==> src/rtl/button_conditioner.sv <==
// Purpose : per-channel synchronise, debounce and rise/fall edge pulses for raw button pins.
// Latency : raw change captured at edge k appears on stable/rise/fall at edge k+SYNC_STAGES-1+DEBOUNCE_CYCLES.
// Backpress: none; free-running, every output is a registered level or one-cycle pulse.
// Build option: define BUTTON_REPEAT_EN to build the auto-repeat counters driving rpt;
// without it rpt is tied to 0 and REPEAT_DELAY/REPEAT_PERIOD only feed the parameter checks.

module button_conditioner #(
  parameter int N_CH            = 5,
  parameter int SYNC_STAGES     = 2,
  parameter int DEBOUNCE_CYCLES = 4,
  parameter int REPEAT_DELAY    = 16,
  parameter int REPEAT_PERIOD   = 8
) (
  input  logic            clk,
  input  logic            n_rst,
  input  logic [N_CH-1:0] button,
  output logic [N_CH-1:0] stable,
  output logic [N_CH-1:0] rise,
  output logic [N_CH-1:0] fall,
  output logic [N_CH-1:0] rpt
);

  // Debounce counter only needs to reach DEBOUNCE_CYCLES-1 before the level is accepted.
  localparam int             CW       = $clog2(DEBOUNCE_CYCLES + 1);
  localparam logic [CW-1:0]  CNT_LAST = CW'(DEBOUNCE_CYCLES - 1);

  // Reject configurations the logic below cannot honour.
  if (N_CH < 1) begin : g_bad_n_ch
    $error("button_conditioner: N_CH must be >= 1");
  end
  if (SYNC_STAGES < 2) begin : g_bad_sync
    $error("button_conditioner: SYNC_STAGES must be >= 2");
  end
  if (DEBOUNCE_CYCLES < 1) begin : g_bad_debounce
    $error("button_conditioner: DEBOUNCE_CYCLES must be >= 1");
  end
  if (REPEAT_DELAY < 1 || REPEAT_PERIOD < 1) begin : g_bad_repeat
    $error("button_conditioner: REPEAT_DELAY and REPEAT_PERIOD must be >= 1");
  end

  // Stage j of the synchroniser holds all channels; the last stage is the usable level.
  logic [N_CH-1:0] sync_q [SYNC_STAGES];
  logic [N_CH-1:0] s;
  logic [CW-1:0]   cnt_q  [N_CH];
  logic [N_CH-1:0] flip;

  // Shift raw pins through the synchroniser chain; reset clears every stage.
  always_ff @(posedge clk or negedge n_rst) begin
    if (!n_rst) begin
      for (int j = 0; j < SYNC_STAGES; j++) begin
        sync_q[j] <= '0;
      end
    end else begin
      sync_q[0] <= button;
      for (int j = 1; j < SYNC_STAGES; j++) begin
        sync_q[j] <= sync_q[j-1];
      end
    end
  end

  assign s = sync_q[SYNC_STAGES-1];

  // A channel flips when its synchronised level has disagreed with stable for the full window.
  always_comb begin
    flip = '0;
    for (int i = 0; i < N_CH; i++) begin
      flip[i] = (s[i] != stable[i]) && (cnt_q[i] == CNT_LAST);
    end
  end

  // Per-channel qualification counter, accepted level and registered edge pulses.
  always_ff @(posedge clk or negedge n_rst) begin
    if (!n_rst) begin
      for (int i = 0; i < N_CH; i++) begin
        cnt_q[i] <= '0;
      end
      stable <= '0;
      rise   <= '0;
      fall   <= '0;
    end else begin
      for (int i = 0; i < N_CH; i++) begin
        if (s[i] != stable[i]) begin
          if (flip[i]) begin
            stable[i] <= s[i];
            cnt_q[i]  <= '0;
          end else begin
            cnt_q[i]  <= cnt_q[i] + CW'(1);
          end
        end else begin
          // Any agreement restarts qualification, so short glitches never accumulate.
          cnt_q[i] <= '0;
        end
      end
      rise <= flip & s;
      fall <= flip & ~s;
    end
  end

`ifdef BUTTON_REPEAT_EN
  // rcnt runs 0..DELAY+PERIOD-1; on reaching DELAY+PERIOD it folds back to DELAY,
  // so after the first pulse it cycles through exactly one period and never wraps to 0.
  localparam int             RPT_TOP    = REPEAT_DELAY + REPEAT_PERIOD;
  localparam int             RW         = $clog2(RPT_TOP + 1);
  localparam logic [RW-1:0]  RCNT_DELAY = RW'(REPEAT_DELAY);
  localparam logic [RW-1:0]  RCNT_TOP   = RW'(RPT_TOP);

  logic [RW-1:0] rcnt_q   [N_CH];
  logic [RW-1:0] rcnt_inc [N_CH];

  // Next count value per channel, shared by the compare and the update.
  always_comb begin
    for (int i = 0; i < N_CH; i++) begin
      rcnt_inc[i] = rcnt_q[i] + RW'(1);
    end
  end

  // Repeat timer: idle while released or on any edge cycle, so rpt never lands on rise/fall.
  always_ff @(posedge clk or negedge n_rst) begin
    if (!n_rst) begin
      for (int i = 0; i < N_CH; i++) begin
        rcnt_q[i] <= '0;
      end
      rpt <= '0;
    end else begin
      for (int i = 0; i < N_CH; i++) begin
        if (!stable[i] || flip[i]) begin
          rcnt_q[i] <= '0;
          rpt[i]    <= 1'b0;
        end else if (rcnt_inc[i] == RCNT_TOP) begin
          rcnt_q[i] <= RCNT_DELAY;
          rpt[i]    <= 1'b1;
        end else begin
          rcnt_q[i] <= rcnt_inc[i];
          rpt[i]    <= (rcnt_inc[i] == RCNT_DELAY);
        end
      end
    end
  end
`else
  assign rpt = '0;
`endif

endmodule

==> config.mk <==
export PLATFORM = sky130hd
export DESIGN_NAME = button_conditioner
export DESIGN_NICKNAME = d
export VERILOG_FILES = /design/src/rtl/button_conditioner.sv
export SDC_FILE = /design/constraint.sdc
export NUM_CORES = 1
export LEC_CHECK = 0
export BUFFER_PORTS_ARGS = -buffer_cell sky130_fd_sc_hd__buf_2
export CAP_MARGIN = 5
export CORE_UTILIZATION = 48
export CTS_CLUSTER_SIZE = 10
export DETAILED_ROUTE_END_ITERATION = 6
export GPL_ROUTABILITY_DRIVEN = 0
export GPL_TIMING_DRIVEN = 0
export PLACE_DENSITY = 0.72
export SLEW_MARGIN = 30
export SYNTH_ARGS = -nofsm -noshare
export SYNTH_HDL_FRONTEND = slang
export SYNTH_SLANG_ARGS = --single-unit
export TNS_END_PERCENT = 5
==> constraint.sdc <==
create_clock -name clk -period 1.15 [get_ports clk]
set_clock_uncertainty 0.1 [all_clocks]
set_input_delay 0.0575 -clock clk [delete_from_list [all_inputs] [get_ports clk]]
set_output_delay 0.0575 -clock clk [all_outputs]
set_load 0.05 [all_outputs]
; ---- Yosys cells after proc, flatten, opt, wreduce, memory -nomap -nowiden
; Index checks and enable logic that the tools add are counted.
[word_totals]
regBits = 40
word_cells = 52
[classes]
add_sub_neg = 5
eq_ne = 10
muxes = 10
bitwise_logic = 3
reduce_logical = 10
[op_table]
columns = operator, n
row1 = $mux W3, 10
row2 = $add A3 B1 Y3 const B, 5
row3 = $eq A3 B2 Y1 const B, 5
row4 = $and A5 B5 Y5, 2
row5 = $reduce_and A2 Y1, 5
row6 = $logic_and A1 B1 Y1, 5
row7 = $ne A1 B1 Y1, 5
row8 = $not A5 Y5, 1

; ---- Logic depth before layout (Yosys ltp)
[logic_depth]
word_depth = 4
ltp_mapped = 3
depth_no_buf = 3

; ---- Worst setup path after synthesis
; Ideal clock, no wire load.
[synth_timing]
kind = register to register
from = reg stable[4]
to = reg cnt_q[1] in the netlist's numbering
setup_time_ns = 0.120
t_arrival_ns = 1.053
required_time_ns = 0.930
slack_ns = -0.123
path_stages_with_launch = 3
path_buffers = 0
cell_sequence = dfrtp_1 -> xnor2_1 -> and3b_1
[synth_between]
elab_chain_len = 4
[synth_lines]
columns = item, line_no
row1 = start: declaration, 17  ; output logic [N_CH-1:0] stable,
row2 = start signal: indexed assignment, 84  ; stable[i] <= s[i];
row3 = $ne A1 B1 Y1 (*), "67, 82"
row4 = $logic_and A1 B1 Y1, 67  ; flip[i] = (s[i] != stable[i]) && (cnt_q[i] == CNT_LAST);
row5 = $mux W3, 83  ; if (flip[i]) begin
row6 = $mux W3 (*), 82  ; if (s[i] != stable[i]) begin
row7 = end signal: indexed assignment, 87  ; cnt_q[i] <= cnt_q[i] + CW'(1);
row8 = end: declaration, 44  ; logic [CW-1:0] cnt_q [N_CH];
; Every way passes the cells marked *; elsewhere a longest branch is shown, timed or not.
; A chain may end at the register's enable or synchronous reset.

; ---- Worst setup path after layout
[layout_timing]
from = reg cnt_q[9] in the netlist's numbering
to = reg stable[1]
[layout_between]
elab_chain_len = 3
[layout_lines]
columns = item, line_no
row1 = $eq A3 B2 Y1, 67
row2 = $logic_and A1 B1 Y1, 67
row3 = $reduce_and A2 Y1 (no source line), -
; No other way between the ends.

==> impl_metrics.tcl <==
set metrics [dict create \
    rows 19 \
    power.density_mw_per_mm2 2364 \
    pre_cts_ws_ns -0.1179 \
    crit_required_ns 1.31 \
    setup_viol 9 \
    worstSetupPathType "reg2reg" \
    placed_area_mm2 0.001643 \
    drt_pass1_iterations 6 \
    clk_latency_ns 0.36 \
    vias 850 \
    min_path_type "in2async" \
    peakVddDrop_mv 1.388 \
    power_frac_comb_pct 34.0 \
    final_cell_mix "dfrtp_1, nor3b_1, buf_4, buf_2, clkbuf_4" \
    finalHoldViolCount 0 \
    die_y_um 57.32 \
    die_x_um 57.32 \
    p_sw_share_pct 33.06 \
    fillers 199 \
    rr_worst_depth 3 \
    min_period_over_period_pct 108.8 \
    dr_wl_met2_um 1151 \
    diodes 0 \
    p_seq_share_pct 42.0 \
    violations "DRC, setup timing" \
    cap_viol_max_count 0 \
    wire_per_inst_um 13.91 \
    grt_pass1_wl_um 4043 \
    final_common_cell "dfrtp_1" \
    maxUsedRoutingLayer "met4" \
    yosysSeqAreaShare_pct 68.14 \
    fmax_ghz 0.7995 \
    path_clk_slew_ns 0.12 \
    post_synth.cell_area_avg_um2 15.46 \
    final_area_mm2 0.001973 \
    start_util_pct 51.92 \
    endpoint_kind "flop" \
    synth.largest_area_cell "dfrtp_1" \
    grt_overflow 0 \
    tns_ns -0.4034 \
    wl_um 2364 \
    synth_area_leaders "dfrtp_1, nor3b_1, ha_1" \
    remaining_drc_errors 7 \
    timing.hold.ws_ns 0.1009 \
    synth_seq_cells 40 \
    grt_max_degree 41 \
    syn-cell-area_mm2 0.001469 \
    htreeDepth 2 \
    core_area_mm2 0.002829 \
    io_buffer_count 21 \
    cts_tree "yes" \
    vias_per_cell 5.000 \
    route.met3.wl_um 128 \
    cts.sinks 40 \
    dp_hpwl_um 1408 \
    p_leak_uw 0.0009353 \
    final_nets 150 \
    p_clk_share_pct 24.1 \
    met1Wirelength_um 1013 \
    rsz0062_at_grt "yes" \
    r2r_slack_ns -0.10 \
    layout-area-overhead-vs-synth_pct 34.33 \
    reg2reg_to "stable[1]" \
    startpoint_type "flop" \
    p_switching_uw 1542 \
    yosysTopAreaCellShare_pct 68.14 \
    drive_above_1_share_pct 46.76 \
    ant_nets 0 \
    status "finished with violations" \
    period_needed_ns 1.251 \
    finalMaxSlewViolations 0 \
    ios 27 \
    arrival_ns 1.41 \
    cts_made_buffers 5 \
    synth_warnings 0 \
    fin_ws_ns -0.1009 \
    dieArea_mm2 0.003286 \
    root_buffer "clkbuf_4" \
    netlist_instances 95 \
    regToRegStartpoint "cnt_q[9]" \
    drt-initial-drc-count 33 \
    intPower_uw 3123 \
    grtUsageTotal_pct 17.18 \
    cp_max_fo 2 \
    ys_types 14 \
    grt_pass1_vias 902 \
    cts_buffer_depth 2 \
    grt_antenna_before_repair 0 \
]
-- cell usage after synthesis --
cell / instances
conb_1: 1
nand2b_4: 1
ha_1: 5
mux2_1: 3
xnor2_1: 5
dfrtp_1: 40
nor2b_4: 2
nand2b_1: 4
buf_4: 5
nor2b_1: 3
and3b_1: 1
nor3b_1: 19
nor3_1: 4
mux2_4: 2
-- registers in the layout (all words and copies together) (netlist names) --
register / flops
cnt_q: 15
fall: 5
rise: 5
s: 5
sync_q: 5
stable: 5
-- per-stage QoR --
| step | cells | power (µW) | util (%) |
|---|---|---|---|
| after floorplan | 99 | 2848 | - |
| after global placement | 151 | 3074 | 58.07 |
| after detailed placement | 151 | 3146 | 58.07 |
| after CTS | 169 | 4597 | 68.07 |
| after global routing | 170 | 4920 | 69.75 |
| final | 170 | 4665 | 69.75 |
-- worst max-delay path by stage --
stage | startpoint | endpoint | cells past startpoint
after floorplan | stable[0] | cnt_q[13] | 2
after global placement | cnt_q[9] | stable[1] | 3
after detailed placement | cnt_q[9] | stable[1] | 3
after CTS | cnt_q[9] | stable[1] | 3
after global routing | cnt_q[9] | stable[1] | 3
final | cnt_q[9] | stable[1] | 3
-- power groups by stage --
| stage | registers [µW] | logic, µW | clock network (µW) |
|---|---|---|---|
| after floorplan | 2270 | 578 | 0 |
| after global placement | 1900 | 1180 | 0 |
| after detailed placement | 1920 | 1230 | 0 |
| after CTS | 1930 | 1520 | 1140 |
| after global routing | 2010 | 1710 | 1200 |
| final | 1960 | 1580 | 1120 |
-- metal layers --
| layer | up-vias | global-route usage (%) |
|---|---|---|
| met4 | 0 | 11.50 |
| li1 | 397 | - |
| met5 | - | 0 |
| met2 | 25 | 26.89 |
| met3 | 7 | 5.896 |
| met1 | 421 | 20.12 |
-- timing repair --
action,in CTS,in global routing
setup endpoints to repair,12,28
setup buffers,4,1
hold buffers,6,0
resized for setup,21,12
gates cloned,0,0
pin swaps,7,2
hold endpoints to repair,45,0
-- logic make-up (layout without fill, tap and decap cells) --
family                     count (synthesis)  count (layout)  synth area share [%]
other                                      1               5                0.2553
muxes                                      5               5                 4.344
and+or+nand+nor                           34              34                 17.46
xor gates and xnor gates                   5               5                 2.981
DFF                                       40              40                 68.14
buffers and inverters                      5              45                 2.556
adders and majority gates                  5               5                 4.259
-- critical path: stages (launching register included) --
cell and delay, ns:
dfrtp_1 0.38, ha_2 0.19, nor2b_4 0.17, mux2_4 0.31
-- area by class of cell --
class / count / area, µm² / share of cell area, %
well taps: 31 / 38.79 / 1.966
flip-flops and latches: 40 / 1007 / 51.05
plain buffers: 5 / 37.54 / 1.902
clock buffers: 6 / 41.29 / 2.093
repair buffers: 32 / 246.5 / 12.49
multi-input cells: 54 / 541.8 / 27.46
clock inverters: 2 / 60.06 / 3.044
Note: power is estimated with default switching activity, not from simulation.
